==> config.mk <==
export PLATFORM = sky130hd
export DESIGN_NAME = tx_ctl
export DESIGN_NICKNAME = d
export VERILOG_FILES = /design/src/rtl/uart_pkg.sv /design/src/rtl/sync_fifo.sv /design/src/rtl/tx_ctl.sv
export SDC_FILE = /design/constraint.sdc
export NUM_CORES = 1
export LEC_CHECK = 0
export BUFFER_PORTS_ARGS = -buffer_cell sky130_fd_sc_hd__buf_2
export CAP_MARGIN = 20
export CORE_MARGIN = 4
export CORE_UTILIZATION = 40
export DETAILED_ROUTE_END_ITERATION = 6
export PLACE_DENSITY = 0.58
export SYNTH_ARGS = -nofsm -noshare
export SYNTH_HDL_FRONTEND = slang
export SYNTH_SLANG_ARGS = --single-unit
==> constraint.sdc <==
create_clock -name clk -period 2.2 [get_ports clk]
set_input_delay 0.22 -clock clk [delete_from_list [all_inputs] [get_ports clk]]
set_output_delay 0.22 -clock clk [all_outputs]
set_load 0.01 [all_outputs]
==> src/rtl/uart_pkg.sv <==
// Shared UART definitions used by both the transmitter and the receiver.
//   DATA_BITS  : payload bits per frame
//   IDLE_LEVEL : level of the serial line when no frame is being sent
//   tx_state_e : transmitter FSM encoding (also exported on the debug port)
package uart_pkg;

  localparam int   DATA_BITS  = 8;
  localparam logic IDLE_LEVEL = 1'b1;

  typedef enum logic [1:0] {
    IDLE  = 2'd0,
    START = 2'd1,
    DATA  = 2'd2,
    STOP  = 2'd3
  } tx_state_e;

endpackage

==> src/rtl/sync_fifo.sv <==
// Single-clock FIFO with single-cycle write and pop.
//   clk, rst   : clock, synchronous active-low reset (empties the FIFO)
//   wr, din    : write strobe and data; ignored while full
//   rd         : pop strobe; ignored while empty
//   dout       : head entry (valid whenever empty=0)
//   full/empty : registered status, updated the cycle after a write or pop
// Pointers carry one extra bit so that equal low bits with differing top
// bits means full, fully equal pointers means empty.
module sync_fifo #(
  parameter int DEPTH = 8,
  parameter int WIDTH = 8
) (
  input  logic             clk,
  input  logic             rst,
  input  logic             wr,
  input  logic [WIDTH-1:0] din,
  input  logic             rd,
  output logic [WIDTH-1:0] dout,
  output logic             full,
  output logic             empty
);

  localparam int AW = $clog2(DEPTH);

  logic [WIDTH-1:0] mem [DEPTH];
  logic [AW:0]      wp, rp, wp_n, rp_n;
  logic             do_wr, do_rd;

  // A write at full is dropped even if a pop happens in the same cycle.
  assign do_wr = wr && !full;
  assign do_rd = rd && !empty;

  assign wp_n = wp + {{AW{1'b0}}, do_wr};
  assign rp_n = rp + {{AW{1'b0}}, do_rd};

  assign dout = mem[rp[AW-1:0]];

  always_ff @(posedge clk) begin
    if (!rst) begin
      wp    <= '0;
      rp    <= '0;
      full  <= 1'b0;
      empty <= 1'b1;
    end else begin
      wp    <= wp_n;
      rp    <= rp_n;
      empty <= (wp_n == rp_n);
      full  <= (wp_n[AW] != rp_n[AW]) && (wp_n[AW-1:0] == rp_n[AW-1:0]);
    end
  end

  // Storage needs no reset: entries are only read between write and pop.
  always_ff @(posedge clk) begin
    if (rst && do_wr) mem[wp[AW-1:0]] <= din;
  end

endmodule

==> src/rtl/tx_ctl.sv <==
// UART transmit controller: queues bytes in a FIFO and sends them as 8N1
// frames, one bit per baud strobe.
//   clk    : system clock, all logic on the rising edge
//   rst    : synchronous active-low reset; aborts any frame, empties the FIFO
//   bclk   : baud strobe, high for one clk cycle per bit period
//   din    : byte to queue
//   din_wr : write strobe; accepted when full=0
//   full   : FIFO holds FIFO_DEPTH bytes
//   tx     : registered serial output, idle high
//   busy   : frame on the line or bytes queued
//   state  : current FSM state, for observation only
// Input handshake: din is taken on every rising clk edge where din_wr=1 and
// full=0 (and rst=1); there is no back-pressure beyond full.
module tx_ctl
  import uart_pkg::*;
#(
  parameter int FIFO_DEPTH = 8
) (
  input  logic       clk,
  input  logic       rst,
  input  logic       bclk,
  input  logic [7:0] din,
  input  logic       din_wr,
  output logic       full,
  output logic       tx,
  output logic       busy,
  output tx_state_e  state
);

  localparam logic [2:0] LAST_BIT = 3'(DATA_BITS - 1);

  logic [DATA_BITS-1:0] head;
  logic [DATA_BITS-1:0] shift;
  logic [2:0]           cnt;
  logic                 empty;
  logic                 pop;

  // A byte is taken from the FIFO only on a strobe that starts a frame,
  // either from IDLE or straight after a stop bit.
  assign pop  = bclk && !empty && (state == IDLE || state == STOP);
  assign busy = !(state == IDLE && empty);

  sync_fifo #(
    .DEPTH (FIFO_DEPTH),
    .WIDTH (DATA_BITS)
  ) u_fifo (
    .clk   (clk),
    .rst   (rst),
    .wr    (din_wr),
    .din   (din),
    .rd    (pop),
    .dout  (head),
    .full  (full),
    .empty (empty)
  );

  always_ff @(posedge clk) begin
    if (!rst) begin
      state <= IDLE;
      tx    <= IDLE_LEVEL;
      shift <= '0;
      cnt   <= '0;
    end else if (bclk) begin
      case (state)
        IDLE: begin
          if (!empty) begin
            shift <= head;
            state <= START;
            tx    <= 1'b0;
          end
        end
        START: begin
          state <= DATA;
          cnt   <= '0;
          tx    <= shift[0];
        end
        DATA: begin
          if (cnt == LAST_BIT) begin
            state <= STOP;
            tx    <= 1'b1;
          end else begin
            shift <= shift >> 1;
            cnt   <= cnt + 3'd1;
            tx    <= shift[1];
          end
        end
        STOP: begin
          if (!empty) begin
            shift <= head;
            state <= START;
            tx    <= 1'b0;
          end else begin
            state <= IDLE;
            tx    <= IDLE_LEVEL;
          end
        end
        default: begin
          state <= IDLE;
          tx    <= IDLE_LEVEL;
        end
      endcase
    end
  end

endmodule
==> results.toml, run 1 <==
[drt]
vias = 1958
drc = 0
ant_nets = 0
first_pass_iters = 4
vias_per_cell = 5.17
wl_per_cell_um = 16.7
wl_mm = 6.34
drt_iter0_drc = 69

[run_status]
status = "finished, final reports clean"

[worst_setup_path]
r2r-start = "state[1]"
slowest_delay_ns = 0.37
end_kind = "flip-flop"
critPathLaunch = "state[1]"
worst-path-buf-inv = 2
critPathKind = "flip-flop to flip-flop"
cpLargestDelayFamily = "adder cells"
crit_required_ns = 2.45
cp_cell_sequence = "inv_1, ha_4, inv_2, and3_1, ha_1, ha_1, xor2_2, xnor2_2, o41ai_1"
arrival_ns = 2.33
slowest_stage = "dfxtp_2"
crit_fanout = 5
crit_path_start_kind = "flip-flop"
cp_common_cell = "ha_1"

[final_layout]
num-fill-cells = 793
mostFrequentLayoutCell = "edfxtp_1"
seqCellArea_um2 = 2400
syn2layout_area_growth_pct = 13.6
antenna-diode-count = 0
drive_gt1_frac = 0.236
nets = 289
multi_input_area_um2 = 1230
final_cell_mix = "edfxtp_1, dfxtp_1, nand2_1"
postLayoutCoreUtil = 0.474

[logic_synthesis]
synthAdderAreaFrac = 0.0373
synth_edf_count = 64
synth_flop_cell = "edfxtp_1"
avgSynthCellArea_um2 = 15.8
yosysTopAreaCell = "edfxtp_1"
synth-compound-area-share = 0.0536
synth_area_leaders = "edfxtp_1, dfxtp_1, mux4_1"
syn-cell-area_um2 = 3690
synthMuxAreaShare = 0.136
synth_top_family_by_area = "multiplexers"
seq_area_frac_synth = 0.651
yosysTopAreaCellShare = 0.521
synthXorXnorAreaFrac = 0.0190
synthArstFlopShare = 0
synth_cells = 234
ys_ff_latch = 88
synth-warning-count = 0
yosysUniqueCellTypes = 38
synthSimpleGateAreaFrac = 0.0777
synth_fp_nets = 257

[power_and_ir_drop]
power_frac_comb = 0.135
p_int_w = 0.00260
switching_power_w = 0.000874
sw_frac_of_total = 0.252
clkPwrFrac = 0.317
p_per_area_nw_per_um2 = 828
seqPwrFrac = 0.547
max-vdd-ir-drop_mv = 0.480
leakage_nw = 1.48

[die]
die_h_um = 104
dieWidth_um = 104
start_util = 0.417
boundaryPins = 17
core_area_um2 = 8850
rows = 34
die-area_um2 = 10800

[clock_network]
cts_tree = "yes"
cts-root-buf = "clkbuf_8"
path_clk_slew_ns = 0.09
clock_latency_ns = 0.34
cts_buffer_depth = 2
cts_hold_buf = 0
htreeDepth = 3
clock_sinks = 88
numCtsBuffers = 9

[timing]
finalHoldViolations = 0
fmax_mhz = 481
fin_tns_setup_ns = 0
timing.final.crit_share = 0.945
relSlewSlack = 0.671
clock-skew-final_ns = 0.00722
rsz0062_at_grt = "no"
worst_pin_slew_ns = 0.492
final_max_slew_viol_count = 0
period_needed_ns = 2.08
setup_viol_count_final = 0

[min_path]
hp-class = "primary input to flip-flop"
min_from = "din[5]"

[global_route]
grt_start_max_net_pins = 26
grt_overflow = 0
gr-usage-all-layers = 0.121
antenna_found_initial = 0
grt_pass1_vias = 1895
grt_pass1_wl_mm = 10.1

[flow_run]
cap_violations = 0

[placed_design]
numPortBuffers = 16
gp_congestion = 0.771
hpwlAfterDp_mm = 4.14
## cell usage after synthesis (2+ instances only)
cell,count
edfxtp_1,64
dfxtp_1,24
nand2_1,21
mux4_1,12
ha_1,11
o21ai_0,10
nor2b_1,7
and2_1,6
nor2_1,6
xor2_1,6
a31oi_1,5
mux2_2,5
nand2b_1,5
nand3_1,5
buf_2,4
inv_1,4
mux2i_1,4
mux4_2,4
a22oi_1,3
clkbuf_1,3
nor3_1,3
and3_1,2
buf_6,2
nand4_1,2
o221ai_1,2
xnor2_1,2
## kinds of logic after synthesis
| kind of cell | after synthesis |
|---|---|
| mux | 25 |
| compound gates | 29 |
| buf+inv | 15 |
| xor+xnor | 8 |
| fa+ha+maj | 11 |
| flops | 88 |
| simple gates | 58 |
## cell type report
| cell class | count | share of cell area |
|---|---|---|
| Sequential cell | 88 | 0.574 |
| Multi-Input combinational cell | 131 | 0.293 |
| Timing Repair Buffer | 31 | 0.0490 |
| Tap cell | 108 | 0.0322 |
| Clock buffer | 9 | 0.0296 |
| Clock inverter | 7 | 0.0185 |
| Inverter | 5 | 0.00448 |
## state kept, by name, summed over array words and instances (netlist names), 2 cells and up
name and count:
shift 8, u_fifo.wp 4, u_fifo.rp 4, u_fifo.mem 64
cnt 3, state 2
## worst paths after layout
path              slack (ns)               end  depth (start not counted)
setup / recovery        0.12      u_fifo.empty                          9
setup reg to reg        0.12      u_fifo.empty                          9
hold / removal          0.14  u_fifo.mem[3][5]                          1
hold reg to reg         0.47          shift[7]                          2
## stage by stage
step,power (W),worst slack [ns],hold slack (ns),area (um^2),std cells
6_report,0.00347,0.121,0.141,4190,379
5_1_grt,0.00365,0.00982,0.133,4190,379
4_1_cts,0.00350,0.126,0.127,4160,379
3_5_place_dp,0.00240,0.146,0.464,3960,363
3_3_place_gp,0.00240,0.186,0.461,3960,363
2_1_floorplan,0.00225,0.0478,0.319,3690,234
## power groups by stage
stage,Sequential (W),Combinational (W),Clock [W]
2_1_floorplan,0.00193,0.000317,0
3_5_place_dp,0.00194,0.000460,0
3_3_place_gp,0.00194,0.000458,0
6_report,0.00190,0.000470,0.00110
5_1_grt,0.00191,0.000528,0.00121
4_1_cts,0.00190,0.000463,0.00114
## routing by layer
layer / GRT usage / vias up / wire, um
met3: 0.0354 / 7 / 217
met5: 0 / - / 0
li1: - / 965 / -
met4: 0.0342 / 0 / 73
met2: 0.195 / 28 / 3050
met1: 0.160 / 958 / 3000
## timing repair
item                                    4_1_cts  5_1_grt
gates resized for setup                       0        4
buffers inserted                              0        0
endpoints found under the setup margin        0        2
Note: power is estimated with default switching activity, not from simulation.
==> run 2, diff against run 1 <==
--- a/config.mk
+++ b/config.mk
@@ -10,7 +10,7 @@
 export CORE_MARGIN = 4
 export CORE_UTILIZATION = 40
 export DETAILED_ROUTE_END_ITERATION = 6
-export PLACE_DENSITY = 0.58
+export PLACE_DENSITY_LB_ADDON = 0.2
 export SYNTH_ARGS = -nofsm -noshare
 export SYNTH_HDL_FRONTEND = slang
 export SYNTH_SLANG_ARGS = --single-unit
==> results.toml, run 2 (same netlist as run 1, synthesis figures left out) <==
[die]
rows = 34
dieWidth_um = 104
boundaryPins = 17
core_area_um2 = 8850
start_util = 0.417
die_h_um = 104
die-area_um2 = 10800

[power_and_ir_drop]
clkPwrFrac = 0.317
leakage_nw = 1.48
switching_power_w = 0.000874
seqPwrFrac = 0.550
sw_frac_of_total = 0.252
p_per_area_nw_per_um2 = 826
power_frac_comb = 0.132
power.total_w = 0.00346
p_int_w = 0.00259
max-vdd-ir-drop_mv = 0.395

[timing]
final_max_slew_viol_count = 0
rsz0062_at_grt = "no"
setup_ws_ns = 0.150
worst_pin_slew_ns = 0.427
finalHoldViolations = 0
clock-skew-final_ns = 0.0118
setup_viol_count_final = 0
fmax_mhz = 488
fin_tns_setup_ns = 0
relSlewSlack = 0.714
period_needed_ns = 2.05
timing.final.crit_share = 0.932

[drt]
ant_nets = 0
vias = 1985
drt_iter0_drc = 85
wl_met2_mm = 3.04
wl_mm = 6.66
dr_wl_met3_um = 210
wl_met1_mm = 3.26
drc = 0
wl_per_cell_um = 17.4
topRoutingLayerUsed = "met4"
vias_per_cell = 5.20
first_pass_iters = 4

[worst_setup_path]
crit_required_ns = 2.46
critPathKind = "flip-flop to flip-flop"
r2r_setup_slack_ns = 0.15
end_kind = "flip-flop"
arrival_ns = 2.31
crit_path_start_kind = "flip-flop"
crit_fanout = 5

[clock_network]
path_clk_slew_ns = 0.09
cts_hold_buf = 0
clock_sinks = 88
cts-root-buf = "clkbuf_8"
htreeDepth = 3
clock_latency_ns = 0.36
numCtsBuffers = 9
cts_buffer_depth = 2
cts_tree = "yes"

[final_layout]
final_cell_mix = "edfxtp_1, dfxtp_1, nand2_1"
antenna-diode-count = 0
drive_gt1_frac = 0.230
num-fill-cells = 794
fin_area_um2 = 4200
nets = 292
largest_register_ffs = 64
mostFrequentLayoutCell = "edfxtp_1"
syn2layout_area_growth_pct = 13.7

[placed_design]
gp_congestion = 0.762
numPortBuffers = 16
placed_area_um2 = 3980
place_ws_ns = 0.139
hpwlAfterDp_mm = 4.42

[global_route]
grt_pass1_wl_mm = 10.7
grt_overflow = 0
grt_start_max_net_pins = 24
antenna_found_initial = 0
gr-usage-all-layers = 0.130
grt_pass1_vias = 1976

[run_status]
status = "finished, final reports clean"

[min_path]
hp-class = "primary input to flip-flop"

[flow_run]
cap_violations = 0
run 2: path summary, 6_finish.rpt:
| check | from | end | cells past startpoint |
|---|---|---|---|
| setup / recovery | state[0] | u_fifo.full | 10 |
| hold / removal | din[3] | u_fifo.mem[5][3] | 1 |
| setup reg to reg | state[0] | u_fifo.full | 10 |
| hold reg to reg | shift[3] | shift[2] | 2 |
run 2: routing by layer:
layer / GRT usage / up-vias
li1: - / 972
met1: 0.175 / 974
met2: 0.195 / 26
met3: 0.0273 / 13
met4: 0.0741 / 0
met5: 0 / -
run 2: stage by stage:
stage	utilization	cells	hold slack (ns)
after floorplan	-	234	0.319
after global placement	0.450	366	0.462
after detailed placement	0.450	366	0.465
after CTS	0.472	382	0.109
after global routing	0.474	382	0.118
final	0.474	382	0.129
run 2: cell type report:
cell class	instances	area (um^2)	share of cell area
tap	108	135	0.0322
sequential	88	2400	0.573
inverter	5	18.8	0.00447
clock inverter	7	71.3	0.0170
clock buffer	9	124	0.0295
timing repair buffer	34	228	0.0543
multi-input combinational	131	1210	0.289
run 2: power by group through the flow:
stage | Sequential (W) | Combinational [W] | Clock, W
floorplan | 0.00193 | 0.000317 | 0
global placement | 0.00194 | 0.000453 | 0
detailed placement | 0.00194 | 0.000453 | 0
CTS | 0.00191 | 0.000456 | 0.00114
global route | 0.00192 | 0.000518 | 0.00121
finish | 0.00191 | 0.000459 | 0.00110
run 2: what timing repair did:
item / 4_1_cts / 5_1_grt
gates resized for setup: 0 / 2
endpoints found under the setup margin: 0 / 2
setup buffers: 0 / 0
run 2: critical path, cell delays in order, from the launching register on:
cell and delay [ns]:
dfxtp_2 0.35, inv_1 0.12, ha_4 0.29, inv_2 0.03, and3_1 0.13, ha_1 0.20
ha_1 0.21, xor2_2 0.16, xnor2_1 0.21, nor3_1 0.08, and3_1 0.17
==> run 3, diff against run 2 <==
--- a/config.mk
+++ b/config.mk
@@ -8,9 +8,10 @@
 export BUFFER_PORTS_ARGS = -buffer_cell sky130_fd_sc_hd__buf_2
 export CAP_MARGIN = 20
 export CORE_MARGIN = 4
-export CORE_UTILIZATION = 40
+export CORE_UTILIZATION = 55
 export DETAILED_ROUTE_END_ITERATION = 6
 export PLACE_DENSITY_LB_ADDON = 0.2
 export SYNTH_ARGS = -nofsm -noshare
 export SYNTH_HDL_FRONTEND = slang
+export SYNTH_HIERARCHICAL = 1
 export SYNTH_SLANG_ARGS = --single-unit
==> results.toml, run 3 <==
[global_route]
grt_pass1_wl_mm = 10.8
antenna_found_initial = 0
grt_overflow = 0
gr-usage-all-layers = 0.170
grt_pass1_vias = 2047
grt_start_max_net_pins = 18

[logic_synthesis]
synthMuxAreaShare = 0.150
yosysTopAreaCell = "edfxtp_1"
synth_most_common_cell = "edfxtp_1"
synth_area_leaders = "edfxtp_1, dfxtp_1, mux4_1"
seq_area_frac_synth = 0.624
yosys-top-cells-count = "edfxtp_1, dfxtp_1, mux4_1, ha_1"
ys_ff_latch = 88
yosysTopAreaCellShare = 0.499
synth_top_family_by_area = "multiplexers"
syn-cell-area_um2 = 3850
synth_cells = 235
synth_edf_count = 64
yosysUniqueCellTypes = 46
synth_flop_cell = "edfxtp_1"
synth-compound-area-share = 0.0689
synthAdderAreaFrac = 0.0357
synthArstFlopShare = 0
avgSynthCellArea_um2 = 16.4
synthXorXnorAreaFrac = 0.0182
synth_fp_nets = 258
synth-warning-count = 6
synthSimpleGateAreaFrac = 0.0718

[die]
boundaryPins = 17
die_h_um = 91.7
start_util = 0.567
core_area_um2 = 6790
rows = 30
dieWidth_um = 91.7
die-area_um2 = 8410

[drt]
ant_nets = 0
drt_iter0_drc = 110
drc = 0
first_pass_iters = 4
wl_mm = 6.89
vias_per_cell = 5.46
vias = 2011
wl_per_cell_um = 18.7

[timing]
period_needed_ns = 2.15
relSlewSlack = 0.644
fin_hold_ws_ns = 0.132
final_max_slew_viol_count = 0
timing.final.crit_share = 0.976
worst_pin_slew_ns = 0.534
fmax_mhz = 466
setup_viol_count_final = 0
finalHoldViolations = 0
clock-skew-final_ns = 0.0115

[worst_setup_path]
r2r-start = "state[0]"
slowest_delay_ns = 0.37
critPathKind = "flip-flop to flip-flop"
slowest_stage = "dfxtp_2"
end_kind = "flip-flop"
arrival_ns = 2.40
crit_required_ns = 2.45
crit_fanout = 5
crit_path_start_kind = "flip-flop"
r2r_setup_slack_ns = 0.05
r2r-end = "u_fifo/empty"
cp_cell_sequence = "inv_4, ha_4, nor3b_2, nor2b_2, ha_2, nand3_2, xor2_2, xor2_1, o41ai_2"
rr_worst_depth = 9

[min_path]
whs_path_depth = 1
min_from = "din[5]"
hp-class = "primary input to flip-flop"
hold_end = "u_fifo/mem[7][5]"

[clock_network]
clock_latency_ns = 0.35
htreeDepth = 3
clock_sinks = 88
cts_buffer_depth = 2
cts-root-buf = "clkbuf_8"
cts_tree = "yes"
cts_hold_buf = 0
numCtsBuffers = 9
path_clk_slew_ns = 0.10

[flow_run]
cap_violations = 0

[final_layout]
nets = 290
drive_gt1_frac = 0.301
mostFrequentLayoutCell = "edfxtp_1"
fin_area_um2 = 4300
final_cell_mix = "edfxtp_1, dfxtp_1, buf_2, buf_4, mux4_1"
syn2layout_area_growth_pct = 11.6
largest_register_ffs = 64
antenna-diode-count = 0
stdcell_count = 368

[placed_design]
hpwlAfterDp_mm = 4.39
numPortBuffers = 16
gp_congestion = 0.735
placed_area_um2 = 4060
place_inst = 351

[power_and_ir_drop]
p_per_area_nw_per_um2 = 782
max-vdd-ir-drop_mv = 0.525
leakage_nw = 1.50
power.total_w = 0.00336

[run_status]
status = "finished, final reports clean"
## run 3: changes by cell type after synthesis, sizes merged, moves of 3 or more
cell	delta
a211oi	+8
a21oi	+4
mux2	+3
mux2i	+3
nand2	-15
o21ai	-4
## run 3: worst max path at each step
stage / end / start / slack (ns) / depth (start not counted)
after global placement: u_fifo/empty / state[0] / 0.11 / 9
after detailed placement: u_fifo/empty / state[0] / -0.02 / 9
final: u_fifo/empty / state[0] / 0.05 / 9
after floorplan: u_fifo/full / state[1] / 0.02 / 11
after CTS: u_fifo/empty / state[0] / 0.01 / 9
after global routing: u_fifo/empty / state[0] / -0.07 / 9
## run 3: what timing repair did
action                     CTS  global route
resized for setup            2             7
setup endpoints to repair    1             2
buffers inserted             1             0
pin swaps                    1             2
## run 3: metrics by stage
stage | worst slack, ns | util | setup TNS, ns
after floorplan | 0.0176 | - | 0
after global placement | 0.106 | 0.598 | 0
after detailed placement | -0.0237 | 0.598 | -0.0237
after CTS | 0.0126 | 0.627 | 0
after global routing | -0.0741 | 0.633 | -0.120
final | 0.0519 | 0.633 | 0
## run 3: critical path, delay by kind of cell, from the launching register on
family	cells	cell delay (ns)
flops	1	0.37
fa+ha+maj	2	0.47
buf+inv	1	0.06
simple gates	3	0.43
compound gates	1	0.36
xor+xnor	2	0.36
## run 3: logic make-up (layout without fill, tap and decap cells)
family,after synthesis,count (layout)
DFF,88,88
and+or+nand+nor,47,47
AOI/OAI and AO/OA,34,34
muxes,31,31
buffers and inverters,16,53
adders and majority gates,11,11
xor gates and xnor gates,8,8
## run 3: layout make-up
type / count / area [um^2]
clock buffer: 9 / 124
clock inverter: 7 / 61.3
fill: 496 / 2490
inverter: 5 / 21.3
multi-input combinational: 131 / 1370
sequential: 88 / 2400
tap: 96 / 120
timing repair buffer: 32 / 200
## run 3: where the power goes
part	internal [W]	switching, W	total, W
combinational	0.000200	0.000234	0.000434
sequential	0.00184	0.0000372	0.00187
clock	0.000432	0.000623	0.00106
total	0.00247	0.000894	0.00336
## run 3: per-layer routing
metal | vias up | part of all wire | global-route usage
li1 | 987 | - | -
met1 | 982 | 0.44 | 0.229
met2 | 35 | 0.52 | 0.285
met3 | 7 | 0.040 | 0.0353
met4 | 0 | 0.0074 | 0.0446
met5 | - | 0 | 0
